==> src/rtl/perceptron_trainer.sv <==
// perceptron_trainer: buffers signed training samples, then runs perceptron
// learning epochs until an error-free epoch or the epoch limit is reached.
// Weights and bias saturate to the WW signed range; status is held at DONE.
module perceptron_trainer #(
  parameter int N_IN      = 2,
  parameter int XW        = 8,
  parameter int WW        = 16,
  parameter int DEPTH     = 8,
  parameter int LR        = 1,
  parameter int MAX_EPOCH = 16
) (
  input  logic                           clk,
  input  logic                           reset,
  input  logic                           s_valid,
  output logic                           s_ready,
  input  logic [N_IN*XW-1:0]             s_x,
  input  logic [1:0]                     s_t,
  input  logic                           flush,
  input  logic                           start,
  output logic                           busy,
  output logic                           done,
  output logic                           converged,
  output logic [$clog2(MAX_EPOCH+1)-1:0] epoch_count,
  output logic [$clog2(DEPTH+1)-1:0]     err_count,
  output logic [N_IN*WW-1:0]             w_out,
  output logic [WW-1:0]                  b_out
);

  localparam int CW = $clog2(DEPTH+1);
  localparam int EW = $clog2(MAX_EPOCH+1);
  localparam int IW = $clog2(DEPTH);
  // net width: products plus bias summed without overflow
  localparam int NW = XW + WW + $clog2(N_IN+1);
  // update width: weight plus LR*x before clamping, with headroom
  localparam int UW = XW + WW + $clog2(LR+1) + 1;

  localparam logic signed [UW-1:0] LR_U    = UW'(LR);
  localparam logic signed [UW-1:0] SAT_MAX = {{(UW-WW+1){1'b0}}, {(WW-1){1'b1}}};
  localparam logic signed [UW-1:0] SAT_MIN = ~SAT_MAX;

  localparam logic [2:0] S_IDLE   = 3'd0;
  localparam logic [2:0] S_EVAL   = 3'd1;
  localparam logic [2:0] S_UPDATE = 3'd2;
  localparam logic [2:0] S_CHECK  = 3'd3;
  localparam logic [2:0] S_DONE   = 3'd4;

  logic [2:0]                       state_q, state_d;
  logic [CW-1:0]                    count_q, count_d;
  logic [DEPTH-1:0][N_IN*XW-1:0]    xmem_q, xmem_d;
  logic [DEPTH-1:0]                 tmem_q, tmem_d;   // 1 = target -1
  logic [IW-1:0]                    idx_q, idx_d;
  logic                             err_q, err_d;
  logic [N_IN-1:0][WW-1:0]          w_q, w_d;
  logic [WW-1:0]                    b_q, b_d;
  logic [EW-1:0]                    epoch_q, epoch_d;
  logic [CW-1:0]                    errcnt_q, errcnt_d;
  logic                             conv_q, conv_d;

  logic [N_IN*XW-1:0]               cur_x;
  logic                             cur_tneg;
  logic [N_IN-1:0][NW-1:0]          prod;
  logic [N_IN-1:0][WW-1:0]          w_upd;
  logic [WW-1:0]                    b_upd;
  logic signed [WW-1:0]             b_s;
  logic signed [UW-1:0]             b_sum;
  logic signed [NW-1:0]             net;
  logic [EW-1:0]                    epoch_inc;
  logic                             ctl_state;
  logic                             last_idx;
  logic                             unused_t0;

  // Only the sign bit of the target encoding carries information
  assign unused_t0 = s_t[0];

  function automatic logic [WW-1:0] sat(input logic signed [UW-1:0] v);
    if (v > SAT_MAX)      sat = SAT_MAX[WW-1:0];
    else if (v < SAT_MIN) sat = SAT_MIN[WW-1:0];
    else                  sat = v[WW-1:0];
  endfunction

  assign cur_x     = xmem_q[idx_q];
  assign cur_tneg  = tmem_q[idx_q];
  assign b_s       = b_q;
  assign ctl_state = (state_q == S_IDLE) || (state_q == S_DONE);
  assign s_ready   = ctl_state && (count_q < CW'(DEPTH));
  assign last_idx  = (CW'(idx_q) == count_q - CW'(1));
  assign epoch_inc = epoch_q + EW'(1);

  // Per-input product for the net sum and the saturated learning step
  for (genvar i = 0; i < N_IN; i++) begin : g_lane
    logic signed [XW-1:0] xi;
    logic signed [WW-1:0] wi;
    logic signed [NW-1:0] p;
    logic signed [UW-1:0] step;
    logic signed [UW-1:0] sum;
    assign xi       = cur_x[i*XW +: XW];
    assign wi       = w_q[i];
    assign p        = NW'(xi) * NW'(wi);
    assign prod[i]  = p;
    assign step     = LR_U * UW'(xi);
    assign sum      = UW'(wi) + (cur_tneg ? -step : step);
    assign w_upd[i] = sat(sum);
  end

  assign b_sum = UW'(b_s) + (cur_tneg ? -LR_U : LR_U);
  assign b_upd = sat(b_sum);

  // Full-width net = bias + sum of x[i]*w[i]
  always_comb begin
    net = NW'(b_s);
    for (int i = 0; i < N_IN; i++) net = net + $signed(prod[i]);
  end

  // Loading, control and epoch sequencing
  always_comb begin
    state_d  = state_q;
    count_d  = count_q;
    xmem_d   = xmem_q;
    tmem_d   = tmem_q;
    idx_d    = idx_q;
    err_d    = err_q;
    w_d      = w_q;
    b_d      = b_q;
    epoch_d  = epoch_q;
    errcnt_d = errcnt_q;
    conv_d   = conv_q;
    case (state_q)
      S_IDLE, S_DONE: begin
        // flush beats a same-cycle sample and also clears done
        if (flush) begin
          count_d = '0;
          state_d = S_IDLE;
        end else if (s_valid && s_ready) begin
          xmem_d[count_q[IW-1:0]] = s_x;
          tmem_d[count_q[IW-1:0]] = s_t[1];
          count_d = count_q + CW'(1);
        end
        if (start) begin
          epoch_d  = '0;
          errcnt_d = '0;
          conv_d   = 1'b0;
          if (flush || count_q == '0) begin
            state_d = S_DONE;
          end else begin
            w_d     = '0;
            b_d     = '0;
            idx_d   = '0;
            state_d = S_EVAL;
          end
        end
      end
      S_EVAL: begin
        // y is -1 exactly when net is negative
        err_d   = net[NW-1] ^ cur_tneg;
        state_d = S_UPDATE;
      end
      S_UPDATE: begin
        if (err_q) begin
          w_d      = w_upd;
          b_d      = b_upd;
          errcnt_d = errcnt_q + CW'(1);
        end
        if (last_idx) begin
          state_d = S_CHECK;
        end else begin
          idx_d   = idx_q + IW'(1);
          state_d = S_EVAL;
        end
      end
      S_CHECK: begin
        epoch_d = epoch_inc;
        if (errcnt_q == '0) begin
          conv_d  = 1'b1;
          state_d = S_DONE;
        end else if (epoch_inc == EW'(MAX_EPOCH)) begin
          conv_d  = 1'b0;
          state_d = S_DONE;
        end else begin
          idx_d    = '0;
          errcnt_d = '0;
          state_d  = S_EVAL;
        end
      end
      default: state_d = S_IDLE;
    endcase
  end

  // State registers; reset clears everything including the buffer count
  always_ff @(posedge clk or negedge reset) begin
    if (!reset) begin
      state_q  <= S_IDLE;
      count_q  <= '0;
      xmem_q   <= '0;
      tmem_q   <= '0;
      idx_q    <= '0;
      err_q    <= 1'b0;
      w_q      <= '0;
      b_q      <= '0;
      epoch_q  <= '0;
      errcnt_q <= '0;
      conv_q   <= 1'b0;
    end else begin
      state_q  <= state_d;
      count_q  <= count_d;
      xmem_q   <= xmem_d;
      tmem_q   <= tmem_d;
      idx_q    <= idx_d;
      err_q    <= err_d;
      w_q      <= w_d;
      b_q      <= b_d;
      epoch_q  <= epoch_d;
      errcnt_q <= errcnt_d;
      conv_q   <= conv_d;
    end
  end

  assign busy        = (state_q == S_EVAL) || (state_q == S_UPDATE) || (state_q == S_CHECK);
  assign done        = (state_q == S_DONE);
  assign converged   = conv_q;
  assign epoch_count = epoch_q;
  assign err_count   = errcnt_q;
  assign w_out       = w_q;
  assign b_out       = b_q;

endmodule

==> config.mk <==
export PLATFORM = sky130hd
export DESIGN_NAME = perceptron_trainer
export DESIGN_NICKNAME = d
export VERILOG_FILES = /design/src/rtl/perceptron_trainer.sv
export SDC_FILE = /design/constraint.sdc
export NUM_CORES = 1
export LEC_CHECK = 0
export ABC_CLOCK_PERIOD_IN_PS = 8300
export CAP_MARGIN = 0
export CORE_UTILIZATION = 40
export CTS_BUF_LIST = sky130_fd_sc_hd__clkbuf_2
export CTS_CLUSTER_SIZE = 28
export DETAILED_ROUTE_END_ITERATION = 7
export PLACE_DENSITY = 0.57
export SLEW_MARGIN = 20
export SYNTH_ARGS = -nofsm -noshare
export SYNTH_HDL_FRONTEND = slang
export SYNTH_SLANG_ARGS = --single-unit
==> constraint.sdc <==
create_clock -name clk -period 8.3 [get_ports clk]
set_input_delay 1.245 -clock clk [delete_from_list [all_inputs] [get_ports clk]]
set_output_delay 1.245 -clock clk [all_outputs]
set_load 0.05 [all_outputs]
==> summary.txt <==
Outcome: complete, no violations
Cts hold-fix bufs: 0
Cell count after placement: 3044
Dominant synthesized flop cell: dfrtp_1
Nets: 2809
Commonest non-fill, non-tap cell in the layout: inv_1
CTS Root Cell: clkbuf_2
Yosys warns: 0
Setup TNS: 0 ns
TritonCTS clock tree: done
Die H: 242 µm
Initial antenna violation count: 3
Max cap viols: 0
Synthesized cell area: 23000 µm²
CP Class: flop to flop
Largest area contributor in the synthesized netlist: fa_1
DRT antenna net count: 0
Boundary Pins: 84
Clk sinks: 205
Vias per inst: 5.33
Synth top area share: 24.5%
Slew Limit Fails: 0
Post-synth ARST share: 100%
Crit path max fanout: 34
Syn nets: 2727
Post-CTS Setup Bufs: 0
Post-Route WL: 58500 µm
Global Route Usage Sum: 20.3%
Htree depth: 2
Worst-Skew Late Latency: 0.86 ns
Clock transition at path regs: 0.12 ns
Part of the Yosys area used for sequential elements: 22.3%
Setup crit end kind: flop
Register bit total from synthesis: 205
Mapped Cells: 2261
GR peak layer: met2
Fin crit share: 92.0%
Worst slew pin tran: 1.10 ns
Total CTS buffers: 53
Via count: 16702
Min Tclk post-route: 7.64 ns
Total grt overflow: 0
Die area: 58500 µm²
Slew HR: 26.9%
DRC Markers: 0
DIE WIDTH: 242 µm
Row cnt: 87
Initial core utilization: 40.6%
Clk_skew: 0.0955 ns
Non-filler cells, final: 3136
Gpl congestion: 0.876
Crit. Startpoint: idx_q[0]$_DFFE_PN0P_
Largest net degree at the start of global routing: 130
Met1 global-route usage: 27.6%
# setup viols final: 0
R2R Path Start: idx_q[0]$_DFFE_PN0P_
Global-route wire length before repair: 95700 µm
Most frequent cells in the layout: 343 x inv_1, 281 x fa_1, 204 x dfrtp_1
Area contributors post-synth: fa_1 24%, dfrtp_1 22%, ha_1 8.8%
Initial DRC Count: 959
Share of layout cells above drive strength 1: 14.9%
Tightest Hold Check Type: primary input to asynchronous set/reset pin
Dpl hpwl: 45200 µm
Wire length per cell: 18.7 µm
Final Hold Viols: 0
Post-CTS sizing: 0
Worst Path Arrival: 8.37 ns
DR pass1 iterations: 5
Layout Area Growth over Synthesis: 9.58%
Worst-case reg-to-reg path depth: 25
CP startpoint kind: flop
Clock buffer depth: 3
RSZ-0062 raised after global routing: no
Req. time, crit path: 9.04 ns
Syn avg cell area: 10.2 µm²
Grt met3 use: 2.36%
Count of flip-flops with a built-in enable after synthesis: 0
Maximum clock rate: 131 MHz
Vias in the first global route: 17547
Number of distinct library cells after synthesis: 86
Met2 usage: 34.9%
Buffers added on ports: 82
Core area: 56600 µm²
-- sequential cells by signal, summed over array words and instances (netlist names) --
signal / cells
err_q: 1
xmem_q: 128
b_out: 16
idx_q: 3
err_count: 4
epoch_count: 5
state_q: 3
converged: 1
g_lane.wi: 32
count_q: 4
tmem_q: 8
-- Yosys cell counts, drive strengths merged (3+ instances only) --
master	instances
a2111oi	5
a211o	5
a211oi	16
a21boi	7
a21o	36
a21oi	81
a221o	17
a22o	3
a22oi	9
a311oi	3
a31o	3
a31oi	8
a41oi	3
and2	51
and3	9
and4	3
buf	39
clkbuf	56
dfrtp	205
fa	281
ha	162
inv	345
mux2	144
mux2i	13
mux4	34
nand2	193
nand2b	30
nand3	24
nand4	12
nor2	79
nor2b	82
nor3	23
nor3b	8
nor4	4
o211ai	14
o21a	12
o21ai	67
o21bai	12
o311ai	23
o31ai	12
or2	15
or3	9
xnor2	52
xor2	23
-- kinds of logic after synthesis --
group	share of synthesized area [%]
flops	22.3
buf+inv	7.34
fa+ha+maj	33.3
simple gates	12.1
xor+xnor	2.86
mux	11.0
compound gates	11.1
-- metrics by stage --
step	instance area (µm²)	utilization, %	hold slack [ns]	setup WS [ns]
finish	25200	44.5	0.505	0.662
global route	25200	44.5	0.505	0.308
CTS	25200	44.5	0.514	0.632
detailed placement	24700	43.7	0.491	0.692
global placement	24700	43.7	0.481	0.733
floorplan	23000	-	0.474	1.03
-- cell type report --
cell class	count	area (µm²)
clock inverters	19	86.3
repair buffers	122	1170
inverters	345	1290
diodes	1	2.50
well taps	756	946
flip-flops and latches	205	5130
fillers	5543	31400
multi-input cells	1616	16200
clock buffers	72	360
-- worst max-delay path, cell delays in order (launching register included) --
cell and delay [ns]:
dfrtp_2 0.45, buf_12 0.29, mux4_2 0.58, mux2_2 0.39
and2_1 0.21, fa_1 0.66, fa_1 0.61, inv_1 0.06
fa_1 0.50, inv_1 0.06, fa_1 0.47, fa_1 0.55
inv_1 0.06, fa_1 0.54, inv_1 0.04, ha_1 0.30
a21o_1 0.16, a21o_1 0.17, a21oi_1 0.14, o21a_1 0.14
o21ai_0 0.10, buf_4 0.16, nor3_1 0.15, a21oi_1 0.14
xnor2_1 0.41, o21ai_0 0.13
-- worst paths after layout --
check                                          end  slack, ns
max                              err_q$_DFFE_PN0P_       0.66
min                        xmem_q[126]$_DFFE_PN0P_       0.50
max reg2reg                      err_q$_DFFE_PN0P_       0.66
min reg2reg                  tmem_q[3]$_DFFE_PN0P_       0.51
max in group asynchronous     idx_q[0]$_DFFE_PN0P_       6.51
min in group clk             tmem_q[3]$_DFFE_PN0P_       0.51
-- per-layer routing --
metal	vias up	routed length, µm
li1	7764	-
met1	8594	26300
met2	274	29000
met3	70	2110
met4	0	1090
met5	-	0
Power is left out: the tool's default activity adds up to more than one toggle a clock period on the data nets, which glitch-free logic cannot reach.
==> RTL change 1: new RTL, same flow settings <==
Make the reset (`reset`) synchronous in one clocked block.
--- a/src/rtl/perceptron_trainer.sv
+++ b/src/rtl/perceptron_trainer.sv
@@ -188,3 +188,3 @@
   // State registers; reset clears everything including the buffer count
-  always_ff @(posedge clk or negedge reset) begin
+  always_ff @(posedge clk) begin
     if (!reset) begin
Behaviour: differs if reset is asserted again (counterexample within 4 cycles, from zero or initial values and one cycle with reset low); with reset held inactive, the same outputs for 4 cycles.
==> RTL change 1 against the original RTL <==
- critical endpoint is now err_q
- clock skew shrank 1.4 ps
- critical path depth shrank 1
- final area decreased by 3.0%
- sequential cell count stayed put
- worst setup slack got worse by 38 ps
- maximum frequency down 0.49%
- highest routed layer unchanged
- area after synthesis is 2.5% lower
- sequential share of layout area is 3.6 points lower
- routed wire length increased by 2.7%
- critical path type unchanged
- count of clock-buffer cells in the layout rose by 7
Power is left out: it rests on default switching activity, and per cell area and clock period it moved more than threefold.
==> RTL change 1: results (changes against the original RTL) <==
The reg-to-reg endpoint is err_q (unchanged). The wire length of the first global-routing pass was 98.4 mm (was 95.7 mm). The adder-cell share of the synthesized area is 0.341 (was 0.333). The count of unique library cells instantiated by Yosys was 81 (was 86). The relative slew slack is 0.365 (was 0.269).

Largest cells by area after synthesis: sky130_fd_sc_hd__fa_1 (25%), sky130_fd_sc_hd__dfxtp_1 (18%), sky130_fd_sc_hd__ha_1 (9.0%) (was sky130_fd_sc_hd__fa_1 (24%), sky130_fd_sc_hd__dfrtp_1 (22%), sky130_fd_sc_hd__ha_1 (8.8%)). The fraction of synthesized area in multiplexers is 0.0451 (was 0.110). The worst-case hold slack came out at 454 ps (was 505 ps).

The net count after synthesis is 3101 (was 2727). The total placed cells including tap cells came out at 3360 (was 3044). The critical path's largest stage delay came out at 590 ps (was 660 ps). The fraction of the mapped netlist area in compound gates came out at 0.135 (was 0.111). The total placed instance area came out at 23900 µm² (was 24700 µm²).

The aggregate global-route resource usage is 0.217 (was 0.203). The xor/xnor cell area share of the yosys netlist came out at 0.0304 (was 0.0286). Top post-synthesis cells by count: sky130_fd_sc_hd__nand2_1 (478), sky130_fd_sc_hd__inv_1 (350), sky130_fd_sc_hd__fa_1 (281) (was sky130_fd_sc_hd__inv_1 (343), sky130_fd_sc_hd__fa_1 (281), sky130_fd_sc_hd__dfrtp_1 (205)). The met3 global-route usage came out at 0.0314 (was 0.0236).

The total wire length is 60.1 mm (was 58.5 mm). The number of global-route vias before repair was 18.8k (was 17.5k). The class of the most critical hold timing path is register to register (was input port to asynchronous set/reset pin).

The gate count after technology mapping is 2635 (was 2261). The final HPWL from detailed placement is 45.9 mm (was 45.2 mm). The data arrival time of the critical path was 8610 ps (was 8370 ps). The clock-pin slew on the worst setup and hold paths came to 90 ps (was 120 ps). The share of final-layout standard cells stronger than drive strength 1 is 0.0845 (was 0.149).

The number of antenna violations at the first check in global routing came out at 2 (was 3). The total via count after detailed routing is 18.1k (was 16.7k). Result of the run: completed (unchanged).

The average wire length per cell after detail routing came to 17.4 µm (was 18.7 µm). The highest fanout seen on the critical path is 24 (was 34). The routed length on met1 came out at 24.8 mm (was 26.3 mm).

The number of filler instances in the final layout came out at 5521 (was 5543). The global placer's final weighted congestion came out at 0.895 (was 0.876). The worst clock skew is 94.0 ps (was 95.5 ps). The global routing usage on met2 was 0.391 (was 0.349).
==> RTL change 1: cell count changes after synthesis, moves of 16 or more <==
cell                       delta
sky130_fd_sc_hd__nor2_1      +33
sky130_fd_sc_hd__mux2_2     -136
sky130_fd_sc_hd__clkbuf_1    +26
sky130_fd_sc_hd__dfxtp_1    +205
sky130_fd_sc_hd__nand2_1    +285
sky130_fd_sc_hd__a21oi_1    +169
sky130_fd_sc_hd__dfrtp_1    -205
sky130_fd_sc_hd__o311ai_1    -16
sky130_fd_sc_hd__a221o_1     -16
==> RTL change 1: layout make-up <==
type | instances | area [µm²] | share of cell area
well taps | 748 | 936 | 0.0383
diodes | 2 | 5.00 | 0.000205
inverters | 352 | 1330 | 0.0543
clock buffers | 79 | 395 | 0.0162
clock inverters | 20 | 155 | 0.00635
repair buffers | 115 | 1090 | 0.0447
flip-flops and latches | 205 | 4110 | 0.168
multi-input cells | 1940 | 16400 | 0.672
==> RTL change 2: new RTL, same settings <==
Without the edit above. Change the parameter `MAX_EPOCH` from 16 to 32.
--- a/src/rtl/perceptron_trainer.sv
+++ b/src/rtl/perceptron_trainer.sv
@@ -9,3 +9,3 @@
   parameter int LR        = 1,
-  parameter int MAX_EPOCH = 16
+  parameter int MAX_EPOCH = 32
 ) (
Interface: changed (resized epoch_count); port bits go from 84 to 85. No check against the original RTL was run, so the function may have changed too.
==> RTL change 2 against the original RTL <==
- sequential cell count up 1
- via count up 4.1%
- routed wire length up 1.3%
- worst setup slack better by 160 ps
- cell count up 4.5%
- critical path type unchanged
- area after synthesis up 2.0%
- final area up 1.8%
Power is left out: the tool's default activity adds up to more than one toggle a clock period on the data nets, which glitch-free logic cannot reach.
==> RTL change 2: results (changes against the original RTL) <==
The critical path's largest stage delay is 680 ps (was 660 ps). The worst reg-to-reg path cell count came to 22 (was 25). The number of buffers on the longest clock path came to 3 (unchanged).

The data arrival time of the critical path is 8370 ps (about the same). The share of synthesized flip-flops with an asynchronous set or reset came out at 1.00 (unchanged). The register ranked first by flip-flop count is xmem_q (unchanged). The average wire length per cell after detail routing is 18.1 µm (was 18.7 µm).

The library cell contributing the largest single delay on the critical path is sky130_fd_sc_hd__dfrtp_2 (was sky130_fd_sc_hd__fa_1). The number of flip-flops under the largest register name is 128 (unchanged). Result of the run: completed (unchanged). The clock-pin slew on the worst setup and hold paths came out at 100 ps (was 120 ps). The highest fanout seen on the critical path came to 17 (was 34). The register area share after synthesis came to 0.220 (was 0.223). The total placed instance area was 25100 µm² (was 24700 µm²). The final HPWL from detailed placement is 45.0 mm (was 45.2 mm). The number of DRC markers after the initial detailed-route iteration came out at 924 (was 959).

The number of global-route vias before repair came out at 18.3k (was 17.5k). The post-CTS setup buffer count came to 0 (unchanged). Top post-synthesis cells by count: sky130_fd_sc_hd__inv_1 (341), sky130_fd_sc_hd__fa_1 (281), sky130_fd_sc_hd__dfrtp_1 (206) (was sky130_fd_sc_hd__inv_1 (343), sky130_fd_sc_hd__fa_1 (281), sky130_fd_sc_hd__dfrtp_1 (205)). The aggregate global-route resource usage is 0.203 (about the same). The worst clock skew came out at 123 ps (was 95.5 ps). The pin count of the biggest net entering global routing is 83 (was 130).

The net count after synthesis is 2873 (was 2727). The number of CTS-inserted buffers came out at 60 (was 53). The slew of the pin with the lowest slew margin was 907 ps (was 1100 ps). Largest cells by area after synthesis: sky130_fd_sc_hd__fa_1 (24%), sky130_fd_sc_hd__dfrtp_1 (22%), sky130_fd_sc_hd__ha_1 (8.6%) (was sky130_fd_sc_hd__fa_1 (24%), sky130_fd_sc_hd__dfrtp_1 (22%), sky130_fd_sc_hd__ha_1 (8.8%)). The setup slack of the most critical reg-to-reg path is 820 ps (was 660 ps).

The count of warnings emitted by yosys came out at 0 (unchanged). The clock latency on the worst-skew pair came out at 1050 ps (was 860 ps). The port buffer count is 83 (was 82). The end of the critical path is err_q (unchanged). The count of unique library cells instantiated by Yosys came out at 82 (was 86). The class of the most critical hold timing path is input port to asynchronous set/reset pin (unchanged). The wire length of the first global-routing pass is 97.4 mm (was 95.7 mm).

The share of final-layout standard cells stronger than drive strength 1 came to 0.140 (was 0.149). The via density per instance came out at 5.31 (was 5.33). The number of levels the H-tree was split into is 2 (unchanged).

The global placer's final weighted congestion came out at 0.882 (was 0.876).
RTL change 2: changes by cell type in the layout (fill, tap and decap cells not counted), sizes merged, moves of 9 or more:
| cell | delta |
|---|---|
| a211o | +12 |
| a21oi | +11 |
| a221o | -13 |
| a32oi | +13 |
| and3 | +12 |
| clkbuf | +9 |
| nor2 | +51 |
| nor3 | +30 |
| o211ai | +12 |
| o21ai | +43 |
| o311ai | -22 |
| xnor2 | -14 |
| xor2 | +10 |
RTL change 2: worst max-delay path, delay by kind of cell, from the launching register on:
kind / cells / cell delay [ps]
AND/OR/NAND/NOR: 2 / 470
AO/OA/AOI/OAI: 7 / 1270
multiplexers: 2 / 960
adder cells (fa/ha/maj): 7 / 3420
flip-flops: 1 / 680
buffers and inverters: 3 / 370
XOR/XNOR: 1 / 180
RTL change 2: routing by layer:
layer | track usage | routed length, µm
met5 | 0 | 13
met4 | 0.0480 | 1060
met2 | 0.359 | 30100
met1 | 0.263 | 26100
met3 | 0.0263 | 2030
RTL change 2: logic make-up after synthesis:
kind of cell | Yosys count | synth area share
xor+xnor | 71 | 0.0268
buf+inv | 456 | 0.0740
simple gates | 647 | 0.136
mux | 192 | 0.108
compound gates | 392 | 0.109
fa+ha+maj | 443 | 0.326
flops | 206 | 0.220
RTL change 2: stage by stage:
stage | setup WS, ps | instances | utilization
after floorplan | 957 | 2407 | -
after global placement | 779 | 3174 | 0.435
after detailed placement | 736 | 3174 | 0.435
after CTS | 688 | 3273 | 0.443
after global routing | 364 | 3274 | 0.444
final | 819 | 3276 | 0.444
RTL change 2: final cells by class:
| cell class | instances | area (µm²) |
|---|---|---|
| Antenna cell | 3 | 7.51 |
| Clock buffer | 80 | 400 |
| Clock inverter | 19 | 95.1 |
| Fill cell | 5568 | 32200 |
| Inverter | 341 | 1280 |
| Multi-Input combinational cell | 1745 | 16600 |
| Sequential cell | 206 | 5160 |
| Tap cell | 765 | 957 |
| Timing Repair Buffer | 117 | 1110 |
RTL change 2: worst min path at each step:
stage,cells after the start,to,slack [ps]
2_1_floorplan,1,tmem_q[7],470
3_3_place_gp,1,xmem_q[117],480
3_5_place_dp,1,xmem_q[111],490
4_1_cts,1,xmem_q[11],170
5_1_grt,1,xmem_q[27],260
6_report,1,xmem_q[107],270
